$ cat config.mk
export PLATFORM = sky130hd
export DESIGN_NAME = wb_master_arbiter_flat
export DESIGN_NICKNAME = d
export VERILOG_FILES = /design/src/rtl/wb_master_arbiter_pkg.sv /design/src/rtl/wb_master_arbiter_if.sv /design/src/rtl/wb_master_arbiter_timer.sv /design/src/rtl/wb_master_arbiter.sv /design/src/flat_wrapper.sv
export SDC_FILE = /design/constraint.sdc
export NUM_CORES = 1
export LEC_CHECK = 0
export CAP_MARGIN = 20
export CORE_AREA = 2 2 123 125
export DETAILED_ROUTE_END_ITERATION = 7
export DIE_AREA = 0 0 125 127
export GPL_TIMING_DRIVEN = 0
export PLACE_DENSITY = 0.64
export SLEW_MARGIN = 20
export SYNTH_ARGS = -nofsm -noshare
export SYNTH_HDL_FRONTEND = slang
export SYNTH_SLANG_ARGS = --single-unit
$ cat constraint.sdc
create_clock -name clk -period 2.2 [get_ports clk]
set_input_delay 0.44 -clock clk [delete_from_list [all_inputs] [get_ports clk]]
set_output_delay 0.44 -clock clk [all_outputs]
set_load 0.01 [all_outputs]
$ cat src/rtl/wb_master_arbiter_pkg.sv
// Shared definitions for the two-master Wishbone arbiter: FSM state
// encoding, grant encodings and the zero data word.
package wb_defs;

  typedef enum logic [1:0] {
    IDLE   = 2'b00,
    GNT_M0 = 2'b01,
    GNT_M1 = 2'b10
  } arb_state_e;

  localparam logic [1:0]  GRANT_NONE = 2'b00;
  localparam logic [1:0]  GRANT_M0   = 2'b01;
  localparam logic [1:0]  GRANT_M1   = 2'b10;

  localparam logic [31:0] ZeroWord   = 32'h0;

  localparam int unsigned WD_CNT_W   = 16;

  function automatic logic [1:0] grant_of(input arb_state_e s);
    logic [1:0] g;
    g = GRANT_NONE;
    case (s)
      GNT_M0:  g = GRANT_M0;
      GNT_M1:  g = GRANT_M1;
      default: g = GRANT_NONE;
    endcase
    return g;
  endfunction

endpackage

$ cat src/rtl/wb_master_arbiter_if.sv
// Bus bundle for wb_master_arbiter: both master ports plus the shared slave side.
interface wb_master_arbiter_if;

  logic [31:0] m0_addr_i;
  logic [31:0] m0_data_i;
  logic        m0_we_i;
  logic        m0_stb_i;
  logic        m0_cyc_i;
  logic [3:0]  m0_sel_i;
  logic [31:0] m0_data_o;
  logic        m0_ack_o;

  logic [31:0] m1_addr_i;
  logic [31:0] m1_data_i;
  logic        m1_we_i;
  logic        m1_stb_i;
  logic        m1_cyc_i;
  logic [3:0]  m1_sel_i;
  logic [31:0] m1_data_o;
  logic        m1_ack_o;

  logic [31:0] s_addr_o;
  logic [31:0] s_data_o;
  logic        s_we_o;
  logic        s_stb_o;
  logic        s_cyc_o;
  logic [3:0]  s_sel_o;
  logic [31:0] s_data_i;
  logic        s_ack_i;

  // master: the arbiter itself, which masters the shared slave bus
  modport master (
    input  m0_addr_i, m0_data_i, m0_we_i, m0_stb_i, m0_cyc_i, m0_sel_i,
    output m0_data_o, m0_ack_o,
    input  m1_addr_i, m1_data_i, m1_we_i, m1_stb_i, m1_cyc_i, m1_sel_i,
    output m1_data_o, m1_ack_o,
    output s_addr_o, s_data_o, s_we_o, s_stb_o, s_cyc_o, s_sel_o,
    input  s_data_i, s_ack_i
  );

  // slave: the surrounding masters and the slave, mirror view
  modport slave (
    output m0_addr_i, m0_data_i, m0_we_i, m0_stb_i, m0_cyc_i, m0_sel_i,
    input  m0_data_o, m0_ack_o,
    output m1_addr_i, m1_data_i, m1_we_i, m1_stb_i, m1_cyc_i, m1_sel_i,
    input  m1_data_o, m1_ack_o,
    input  s_addr_o, s_data_o, s_we_o, s_stb_o, s_cyc_o, s_sel_o,
    output s_data_i, s_ack_i
  );

endinterface

$ cat src/rtl/wb_master_arbiter_timer.sv
// Bus watchdog for wb_master_arbiter; only instantiated when
// WB_ARB_WATCHDOG_EN is defined.
module wb_arb_timer
  import wb_defs::*;
#(
  parameter int unsigned TIMEOUT_CYCLES = 255
) (
  input  logic clk,
  input  logic rst,
  input  logic clear,
  input  logic enable,
  input  logic ack,
  output logic expire
);

  localparam logic [WD_CNT_W-1:0] LIMIT = WD_CNT_W'(TIMEOUT_CYCLES - 1);

  logic [WD_CNT_W-1:0] count;

  always_ff @(posedge clk or posedge rst) begin
    if (rst) begin
      count <= '0;
    end else if (clear) begin
      count <= '0;
    end else if (enable && !ack) begin
      count <= count + WD_CNT_W'(1);
    end
  end

  // A real ack in the limit cycle wins over the timeout.
  assign expire = enable && !ack && (count == LIMIT);

endmodule

$ cat src/rtl/wb_master_arbiter.sv
// Two-master, one-slave Wishbone arbiter with alternating priority.
// Optional bus watchdog enabled by defining WB_ARB_WATCHDOG_EN.
module wb_master_arbiter
  import wb_defs::*;
#(
  parameter int unsigned TIMEOUT_CYCLES = 255
) (
  input  logic                clk,
  input  logic                rst,
  wb_master_arbiter_if.master bus,
  output logic [1:0]          grant_o,
  output logic                timeout_o
);

  if (TIMEOUT_CYCLES < 2 || TIMEOUT_CYCLES > 65535) begin : g_bad_timeout
    $error("wb_master_arbiter: TIMEOUT_CYCLES must be within 2..65535");
  end

  arb_state_e state;
  arb_state_e state_nxt;
  logic       last_m0;
  logic       req0;
  logic       req1;
  logic       owner_cyc;
  logic       wd_expire;
  logic       to_ack;
  logic       done;

  assign req0 = bus.m0_cyc_i && bus.m0_stb_i;
  assign req1 = bus.m1_cyc_i && bus.m1_stb_i;

`ifdef WB_ARB_WATCHDOG_EN
  logic timeout_r;

  wb_arb_timer #(
    .TIMEOUT_CYCLES(TIMEOUT_CYCLES)
  ) u_timer (
    .clk    (clk),
    .rst    (rst),
    .clear  (state == IDLE),
    .enable (state != IDLE),
    .ack    (bus.s_ack_i),
    .expire (wd_expire)
  );

  always_ff @(posedge clk or posedge rst) begin
    if (rst) begin
      timeout_r <= 1'b0;
    end else if (to_ack) begin
      timeout_r <= 1'b1;
    end
  end

  assign timeout_o = timeout_r;
`else
  assign wd_expire = 1'b0;
  assign timeout_o = 1'b0;
`endif

  // An owner that has already dropped cyc is aborted, not timed out.
  assign to_ack = wd_expire && owner_cyc;
  assign done   = (state != IDLE) && (bus.s_ack_i || to_ack);

  always_comb begin
    bus.s_addr_o = ZeroWord;
    bus.s_data_o = ZeroWord;
    bus.s_sel_o  = '0;
    bus.s_we_o   = 1'b0;
    bus.s_stb_o  = 1'b0;
    bus.s_cyc_o  = 1'b0;
    owner_cyc    = 1'b0;
    case (state)
      GNT_M0: begin
        bus.s_addr_o = bus.m0_addr_i;
        bus.s_data_o = bus.m0_data_i;
        bus.s_sel_o  = bus.m0_sel_i;
        bus.s_we_o   = bus.m0_we_i;
        bus.s_stb_o  = bus.m0_stb_i;
        bus.s_cyc_o  = bus.m0_cyc_i;
        owner_cyc    = bus.m0_cyc_i;
      end
      GNT_M1: begin
        bus.s_addr_o = bus.m1_addr_i;
        bus.s_data_o = bus.m1_data_i;
        bus.s_sel_o  = bus.m1_sel_i;
        bus.s_we_o   = bus.m1_we_i;
        bus.s_stb_o  = bus.m1_stb_i;
        bus.s_cyc_o  = bus.m1_cyc_i;
        owner_cyc    = bus.m1_cyc_i;
      end
      default: ;
    endcase
  end

  always_comb begin
    bus.m0_ack_o  = 1'b0;
    bus.m1_ack_o  = 1'b0;
    bus.m0_data_o = bus.s_data_i;
    bus.m1_data_o = bus.s_data_i;
    if (state == GNT_M0) begin
      bus.m0_ack_o = bus.s_ack_i || to_ack;
      if (to_ack) bus.m0_data_o = ZeroWord;
    end
    if (state == GNT_M1) begin
      bus.m1_ack_o = bus.s_ack_i || to_ack;
      if (to_ack) bus.m1_data_o = ZeroWord;
    end
  end

  always_comb begin
    state_nxt = state;
    case (state)
      IDLE: begin
        if (req0 && req1) begin
          state_nxt = last_m0 ? GNT_M1 : GNT_M0;
        end else if (req0) begin
          state_nxt = GNT_M0;
        end else if (req1) begin
          state_nxt = GNT_M1;
        end
      end
      GNT_M0, GNT_M1: begin
        if (done || !owner_cyc) state_nxt = IDLE;
      end
      default: state_nxt = IDLE;
    endcase
  end

  always_ff @(posedge clk or posedge rst) begin
    if (rst) begin
      state   <= IDLE;
      last_m0 <= 1'b0;
    end else begin
      state <= state_nxt;
      if (done) last_m0 <= (state == GNT_M0);
    end
  end

  assign grant_o = grant_of(state);

endmodule

$ cat src/flat_wrapper.sv
// flat-port wrapper written by rule: the top's interface ports become plain ports
module wb_master_arbiter_flat import wb_defs::*;
#(
  parameter int unsigned TIMEOUT_CYCLES = 255
)
  (clk, rst, grant_o, timeout_o, bus_m0_addr_i, bus_m0_data_i, bus_m0_we_i, bus_m0_stb_i, bus_m0_cyc_i, bus_m0_sel_i, bus_m0_data_o, bus_m0_ack_o, bus_m1_addr_i, bus_m1_data_i, bus_m1_we_i, bus_m1_stb_i, bus_m1_cyc_i, bus_m1_sel_i, bus_m1_data_o, bus_m1_ack_o, bus_s_addr_o, bus_s_data_o, bus_s_we_o, bus_s_stb_o, bus_s_cyc_o, bus_s_sel_o, bus_s_data_i, bus_s_ack_i);
  wb_master_arbiter_if bus_i ();
  input  logic clk;
  input  logic rst;
  output logic [1:0] grant_o;
  output logic timeout_o;
  input wire logic [$bits(bus_i.m0_addr_i)-1:0] bus_m0_addr_i;
  input wire logic [$bits(bus_i.m0_data_i)-1:0] bus_m0_data_i;
  input wire logic [$bits(bus_i.m0_we_i)-1:0] bus_m0_we_i;
  input wire logic [$bits(bus_i.m0_stb_i)-1:0] bus_m0_stb_i;
  input wire logic [$bits(bus_i.m0_cyc_i)-1:0] bus_m0_cyc_i;
  input wire logic [$bits(bus_i.m0_sel_i)-1:0] bus_m0_sel_i;
  output wire logic [$bits(bus_i.m0_data_o)-1:0] bus_m0_data_o;
  output wire logic [$bits(bus_i.m0_ack_o)-1:0] bus_m0_ack_o;
  input wire logic [$bits(bus_i.m1_addr_i)-1:0] bus_m1_addr_i;
  input wire logic [$bits(bus_i.m1_data_i)-1:0] bus_m1_data_i;
  input wire logic [$bits(bus_i.m1_we_i)-1:0] bus_m1_we_i;
  input wire logic [$bits(bus_i.m1_stb_i)-1:0] bus_m1_stb_i;
  input wire logic [$bits(bus_i.m1_cyc_i)-1:0] bus_m1_cyc_i;
  input wire logic [$bits(bus_i.m1_sel_i)-1:0] bus_m1_sel_i;
  output wire logic [$bits(bus_i.m1_data_o)-1:0] bus_m1_data_o;
  output wire logic [$bits(bus_i.m1_ack_o)-1:0] bus_m1_ack_o;
  output wire logic [$bits(bus_i.s_addr_o)-1:0] bus_s_addr_o;
  output wire logic [$bits(bus_i.s_data_o)-1:0] bus_s_data_o;
  output wire logic [$bits(bus_i.s_we_o)-1:0] bus_s_we_o;
  output wire logic [$bits(bus_i.s_stb_o)-1:0] bus_s_stb_o;
  output wire logic [$bits(bus_i.s_cyc_o)-1:0] bus_s_cyc_o;
  output wire logic [$bits(bus_i.s_sel_o)-1:0] bus_s_sel_o;
  input wire logic [$bits(bus_i.s_data_i)-1:0] bus_s_data_i;
  input wire logic [$bits(bus_i.s_ack_i)-1:0] bus_s_ack_i;
  assign bus_i.m0_addr_i = bus_m0_addr_i;
  assign bus_i.m0_data_i = bus_m0_data_i;
  assign bus_i.m0_we_i = bus_m0_we_i;
  assign bus_i.m0_stb_i = bus_m0_stb_i;
  assign bus_i.m0_cyc_i = bus_m0_cyc_i;
  assign bus_i.m0_sel_i = bus_m0_sel_i;
  assign bus_m0_data_o = bus_i.m0_data_o;
  assign bus_m0_ack_o = bus_i.m0_ack_o;
  assign bus_i.m1_addr_i = bus_m1_addr_i;
  assign bus_i.m1_data_i = bus_m1_data_i;
  assign bus_i.m1_we_i = bus_m1_we_i;
  assign bus_i.m1_stb_i = bus_m1_stb_i;
  assign bus_i.m1_cyc_i = bus_m1_cyc_i;
  assign bus_i.m1_sel_i = bus_m1_sel_i;
  assign bus_m1_data_o = bus_i.m1_data_o;
  assign bus_m1_ack_o = bus_i.m1_ack_o;
  assign bus_s_addr_o = bus_i.s_addr_o;
  assign bus_s_data_o = bus_i.s_data_o;
  assign bus_s_we_o = bus_i.s_we_o;
  assign bus_s_stb_o = bus_i.s_stb_o;
  assign bus_s_cyc_o = bus_i.s_cyc_o;
  assign bus_s_sel_o = bus_i.s_sel_o;
  assign bus_i.s_data_i = bus_s_data_i;
  assign bus_i.s_ack_i = bus_s_ack_i;
  wb_master_arbiter #(.TIMEOUT_CYCLES(TIMEOUT_CYCLES)) u_core (.clk(clk), .rst(rst), .bus(bus_i), .grant_o(grant_o), .timeout_o(timeout_o));
endmodule
==> results.yml, run 1 <==
yosys:
  synth_enable_flop_cells: 0
  ys_warn_count: 0
  yosys.area_share.adder_pct: 3.73
  ys_ff_latch: 3
  yosysTopAreaCell: "a22oi_1"
  synth.avg_cell_area_um2: 6.54
  synth_cells: 256
  synth_top_family_by_area: "buffers and inverters"
  synth-xor-area-share_pct: 0
  synth_mux_area_share_pct: 0.672
  synth.top_cells.by_area: "a22oi_1 (32%), buf_4 (29%), nor2_1 (16%)"
  yosysUniqueCellTypes: 23
  synth_compound_area_share_pct: 36.1
  ys_seq_area_share_pct: 4.48
  synth_area_um2: 1680
  synth_top_flop_cell: "dfrtp_1"
  ys_async_sr_fraction_pct: 100
  synth_common_cells: "a22oi_1 (71), nor2_1 (71), buf_4 (65)"
  syn-num-nets: 438
  yosysTopAreaCellShare_pct: 31.8
  yosys.area_share.simple_pct: 17.6
sta:
  setup_viol: 0
  fin_crit_ns: 2.16
  tns_ns: 0
  fmax_mhz: 463
  slew_viol_final: 0
  period_share_pct: 98.2
  fin_skew_ns: 0.00115
  rsz0062_at_grt: "yes"
  hold_viol_final: 0
detailed_routing:
  drtIter0Drc: 56
  drt-total-wl_um: 11900
  routedWlPerCell_um: 16.1
  vias: 3002
  drtPass1Iterations: 4
  ant_nets: 0
  via_per_inst: 4.08
  drc: 0
cells_and_area:
  drive_above_1_share_pct: 31.9
  final_cells: 736
  area_growth_pct: 214
  nFillCells: 1484
  diodes: 0
  nets: 735
clocking:
  clkLatencyLatePin_ns: 0.22
  cts_root_buf: "clkbuf_16"
  cts_buffers: 3
  clk_path_buf_depth: 2
  cts.sinks: 3
  cts-htree-levels: 1
  cts.clk_slew.worst_paths_ns: 0.03
  cts_tree: "done"
worst_setup_path:
  cp-end-kind: "primary output"
  r2r-start: "u_core.state[1]$_DFFE_PP0P_"
  crit_required_ns: 1.76
  crit_fanout: 10
  cp.arrival_ns: 1.72
  start_kind: "flip-flop"
  ff2ff_path_depth: 6
  timing.rr.end: "u_core.state[1]$_DFFE_PP0P_"
  critPathKind: "reg2out"
  r2r_slack_ns: 0.63
global_routing:
  grt_pass1_vias: 3086
  grt_start_max_net_pins: 11
  antenna_found_initial: 1
  grt_overflow: 0
  gr-usage-all-layers_pct: 13.2
  grt_pass1_wl_um: 16700
die:
  coreArea_um2: 14400
  start_util_pct: 11.6
  die_area_um2: 15900
  die_height_um: 127
  num_rows: 44
  die_w_um: 125
  io_pins: 317
power:
  p_leak_uw: 0.00211
  ir_drop_mv: 0.383
  powerDensity_nw_per_um2: 776
placement:
  gp_congestion: 0.893
  place_inst: 723
  io_buffers: 283
  hpwl_um: 9680
run_status:
  status: "complete, no violations"
run:
  max-cap-violations: 0
min_path:
  hold_class: "in2async"
-- what timing repair did --
| action | 4_1_cts | 5_1_grt |
|---|---|---|
| buffers inserted | 6 | 1 |
| setup endpoints to repair | 73 | 69 |
| hold buffers | 0 | 0 |
| resized for setup | 143 | 121 |
| pin swaps | 2 | 4 |
| cloned | 2 | 0 |
-- layout make-up --
cell class                      count  area (um2)  share of cell area [%]
Inverter                            4        17.5                   0.333
Tap cell                          184         230                    4.38
Multi-Input combinational cell    161        1270                    24.1
Sequential cell                     3        75.1                    1.43
Buffer                             88         768                    14.6
Clock buffer                        4        78.8                    1.50
Timing Repair Buffer              292        2820                    53.6
-- flip-flops by register name (all words and copies together), names as in the netlist --
| signal | count |
|---|---|
| u_core.state | 2 |
| u_core.last_m0 | 1 |
-- worst max path at each step --
stage	from	to
6_report	u_core.state[0]$_DFFE_PP0P_	bus_s_addr_o[24]
3_5_place_dp	u_core.state[0]$_DFFE_PP0P_	bus_s_addr_o[4]
2_1_floorplan	u_core.state[0]$_DFFE_PP0P_	bus_s_addr_o[0]
5_1_grt	u_core.state[0]$_DFFE_PP0P_	bus_s_addr_o[12]
4_1_cts	u_core.state[1]$_DFFE_PP0P_	bus_s_addr_o[3]
3_3_place_gp	u_core.state[0]$_DFFE_PP0P_	bus_s_cyc_o
-- layout by cell type, fill, tap and decap left out, drive strengths merged, types with 2 or more instances in the layout --
| cell | synthesis | layout |
|---|---|---|
| clkdlybuf4s15 | 0 | 41 |
| a22oi | 72 | 72 |
| and2 | 2 | 2 |
| clkbuf | 7 | 23 |
| ha | 5 | 5 |
| dfrtp | 3 | 3 |
| nor2 | 71 | 71 |
| inv | 4 | 4 |
| buf | 81 | 93 |
| dlygate4sd2 | 0 | 17 |
| clkdlybuf4s50 | 0 | 210 |
-- critical path, stage by stage (launching register included) --
cell           delay [ns]
dfrtp_1              0.38
buf_4                0.16
ha_4                 0.18
buf_12               0.15
buf_8                0.15
a22oi_1              0.15
nor2_1               0.05
dlygate4sd2_1        0.28
-- stage by stage --
step,util (%),power [uW],setup WS (ns),hold WS [ns],instance area (um2)
2_1_floorplan,-,1650,0.489,0.194,1680
3_3_place_gp,32.9,3180,-0.507,0.520,4740
3_5_place_dp,32.9,3230,-0.511,0.532,4740
4_1_cts,34.7,3820,0.00567,0.390,5000
5_1_grt,36.4,4380,-0.0290,0.415,5250
6_report,36.4,4080,0.0386,0.386,5250
-- where the power goes --
group          internal (uW)  total (uW)  switching, uW
Clock                    239         290           50.8
Sequential              76.6        91.5           14.9
Combinational           1850        3700           1840
-- cell families after synthesis --
family	after synthesis
other cells	1
mux	1
flops	3
simple gates	76
fa+ha+maj	5
compound gates	78
buf+inv	92
-- routing by layer --
layer	wire length [um]	GRT usage, %	part of all wire [%]
met5	17	0	0.14
met3	928	2.68	7.8
met1	4060	13.2	34
met4	70	2.68	0.59
met2	6800	27.5	57
Power figures use the tool's default switching activity.
==> run 2, diff against run 1 <==
PLACE_DENSITY = default   (was 0.64)
==> results.yml, run 2 (same netlist as run 1, synthesis figures left out) <==
run_status:
  status: "complete, no violations"
detailed_routing:
  drtIter0Drc: 89
  drt-total-wl_um: 11900
  via_per_inst: 4.06
  drtPass1Iterations: 4
  vias: 2981
  drc: 0
  ant_nets: 0
  routedWlPerCell_um: 16.2
cells_and_area:
  final_cell_mix: "clkdlybuf4s50_1 (210), nor2_1 (71), buf_4 (71)"
  largest_register: "u_core.state"
  area_growth_pct: 205
  drive_above_1_share_pct: 29.6
  nets: 733
  final_common_cell: "clkdlybuf4s50_1"
  largest_reg_flops: 2
  top_regs: "u_core.state x2, u_core.last_m0 x1"
  post-route-util_pct: 35.4
  design_area_um2: 5110
  diodes: 0
sta:
  rsz0062_at_grt: "yes"
  setup_viol: 0
  period_share_pct: 99.5
  fin_crit_ns: 2.19
  fmax_mhz: 457
  fin_skew_ns: 0.000403
  hold_viol_final: 0
  slew_viol_final: 0
power:
  power_uw: 3930
  ir_drop_mv: 0.442
  p_leak_uw: 0.00208
  powerDensity_nw_per_um2: 770
placement:
  hpwl_um: 9600
  io_buffers: 283
  place_area_um2: 4740
  gp_congestion: 0.829
worst_setup_path:
  worst_path_largest_cell_delay_ns: 0.38
  crit_fanout: 10
  ff2ff_path_depth: 7
  start_kind: "flip-flop"
  timing.rr.end: "u_core.state[0]$_DFFE_PP0P_"
  r2r-start: "u_core.state[1]$_DFFE_PP0P_"
  crit_required_ns: 1.76
  crit_chain: "buf_4 > ha_4 > buf_8 > buf_6 > a22oi_1 > nor2_1 > dlygate4sd2_1"
  r2r_slack_ns: 0.47
  critPathKind: "reg2out"
  slowest_stage: "dfrtp_1"
  cp-end-kind: "primary output"
  cp.arrival_ns: 1.75
die:
  die_area_um2: 15900
  coreArea_um2: 14400
  die_w_um: 125
  io_pins: 317
  die_height_um: 127
  num_rows: 44
  start_util_pct: 11.6
clocking:
  cts_buffers: 3
  cts.clk_slew.worst_paths_ns: 0.03
  clk_path_buf_depth: 2
  cts_root_buf: "clkbuf_16"
  cts.sinks: 3
  cts_tree: "done"
  cts-htree-levels: 1
  clkLatencyLatePin_ns: 0.22
global_routing:
  grt_pass1_wl_um: 16800
  grt_pass1_vias: 3089
  gr-usage-all-layers_pct: 13.3
  antenna_found_initial: 0
  grt_start_max_net_pins: 11
  grt_overflow: 0
run:
  max-cap-violations: 0
min_path:
  hold_class: "in2async"
[run 2: cell count changes in the layout (fill, tap and decap cells not counted), moves of 5 or more]
cell,delta
a22oi_1,+16
a22oi_2,-16
buf_8,-7
buf_6,+6
clkdlybuf4s15_1,-6
clkbuf_2,+5
[run 2: metrics by stage]
step / worst slack [ns] / std cells / hold WS, ns / TNS [ns]
detailed placement: -0.621 / 723 / 0.539 / -24.13
CTS: -0.0162 / 734 / 0.398 / -0.0162
floorplan: 0.489 / 256 / 0.194 / 0
finish: 0.0101 / 734 / 0.391 / 0
global route: -0.0623 / 734 / 0.402 / -0.451
global placement: -0.702 / 723 / 0.520 / -24.07
[run 2: per-layer routing]
| metal | vias to the layer above | track usage [%] | part of all wire (%) |
|---|---|---|---|
| li1 | 1429 | - | - |
| met1 | 1386 | 14.9 | 37 |
| met2 | 162 | 26.6 | 55 |
| met4 | 0 | 1.76 | 0.71 |
| met5 | - | 0 | 0 |
| met3 | 4 | 2.30 | 7.0 |
[run 2: how the worst max path moves through the flow]
stage | endpoint | slack [ns] | from | cells past startpoint
floorplan | bus_s_addr_o[0] | 0.49 | u_core.state[0]$_DFFE_PP0P_ | 5
global placement | bus_s_addr_o[6] | -0.70 | u_core.state[0]$_DFFE_PP0P_ | 6
detailed placement | bus_s_addr_o[6] | -0.62 | u_core.state[0]$_DFFE_PP0P_ | 6
CTS | bus_s_cyc_o | -0.02 | u_core.state[1]$_DFFE_PP0P_ | 7
global route | bus_s_addr_o[4] | -0.06 | u_core.state[1]$_DFFE_PP0P_ | 7
finish | bus_s_addr_o[2] | 0.01 | u_core.state[1]$_DFFE_PP0P_ | 7
[run 2: timing repair]
action / in CTS / in global routing
cloned: 2 / 0
hold buffers: 0 / 0
endpoints found under the setup margin: 73 / 71
resized for setup: 145 / 99
pin swaps: 0 / 4
hold endpoints to repair: 0 / 0
buffers inserted: 5 / 0
[run 2: critical path: cells and delay by family, from the launching register on]
family	cells	cell delay, ns
buffers and inverters	4	0.72
and+or+nand+nor	1	0.05
DFF	1	0.38
AOI/OAI and AO/OA	1	0.20
adders and majority gates	1	0.16
[run 2: power breakdown]
part / switching (uW) / internal (uW) / total [uW] / leakage [uW]
clock network: 47.2 / 239 / 286 / 0.0000382
registers: 15.4 / 76.6 / 92.0 / 0.0000395
logic: 1810 / 1750 / 3560 / 0.00201
[run 2: area by class of cell]
type,count,area (um2)
repair buffers,290,2780
well taps,184,230
fillers,1532,9310
flip-flops and latches,3,75.1
clock buffers,4,78.8
inverters,4,17.5
multi-input cells,161,1190
plain buffers,88,748
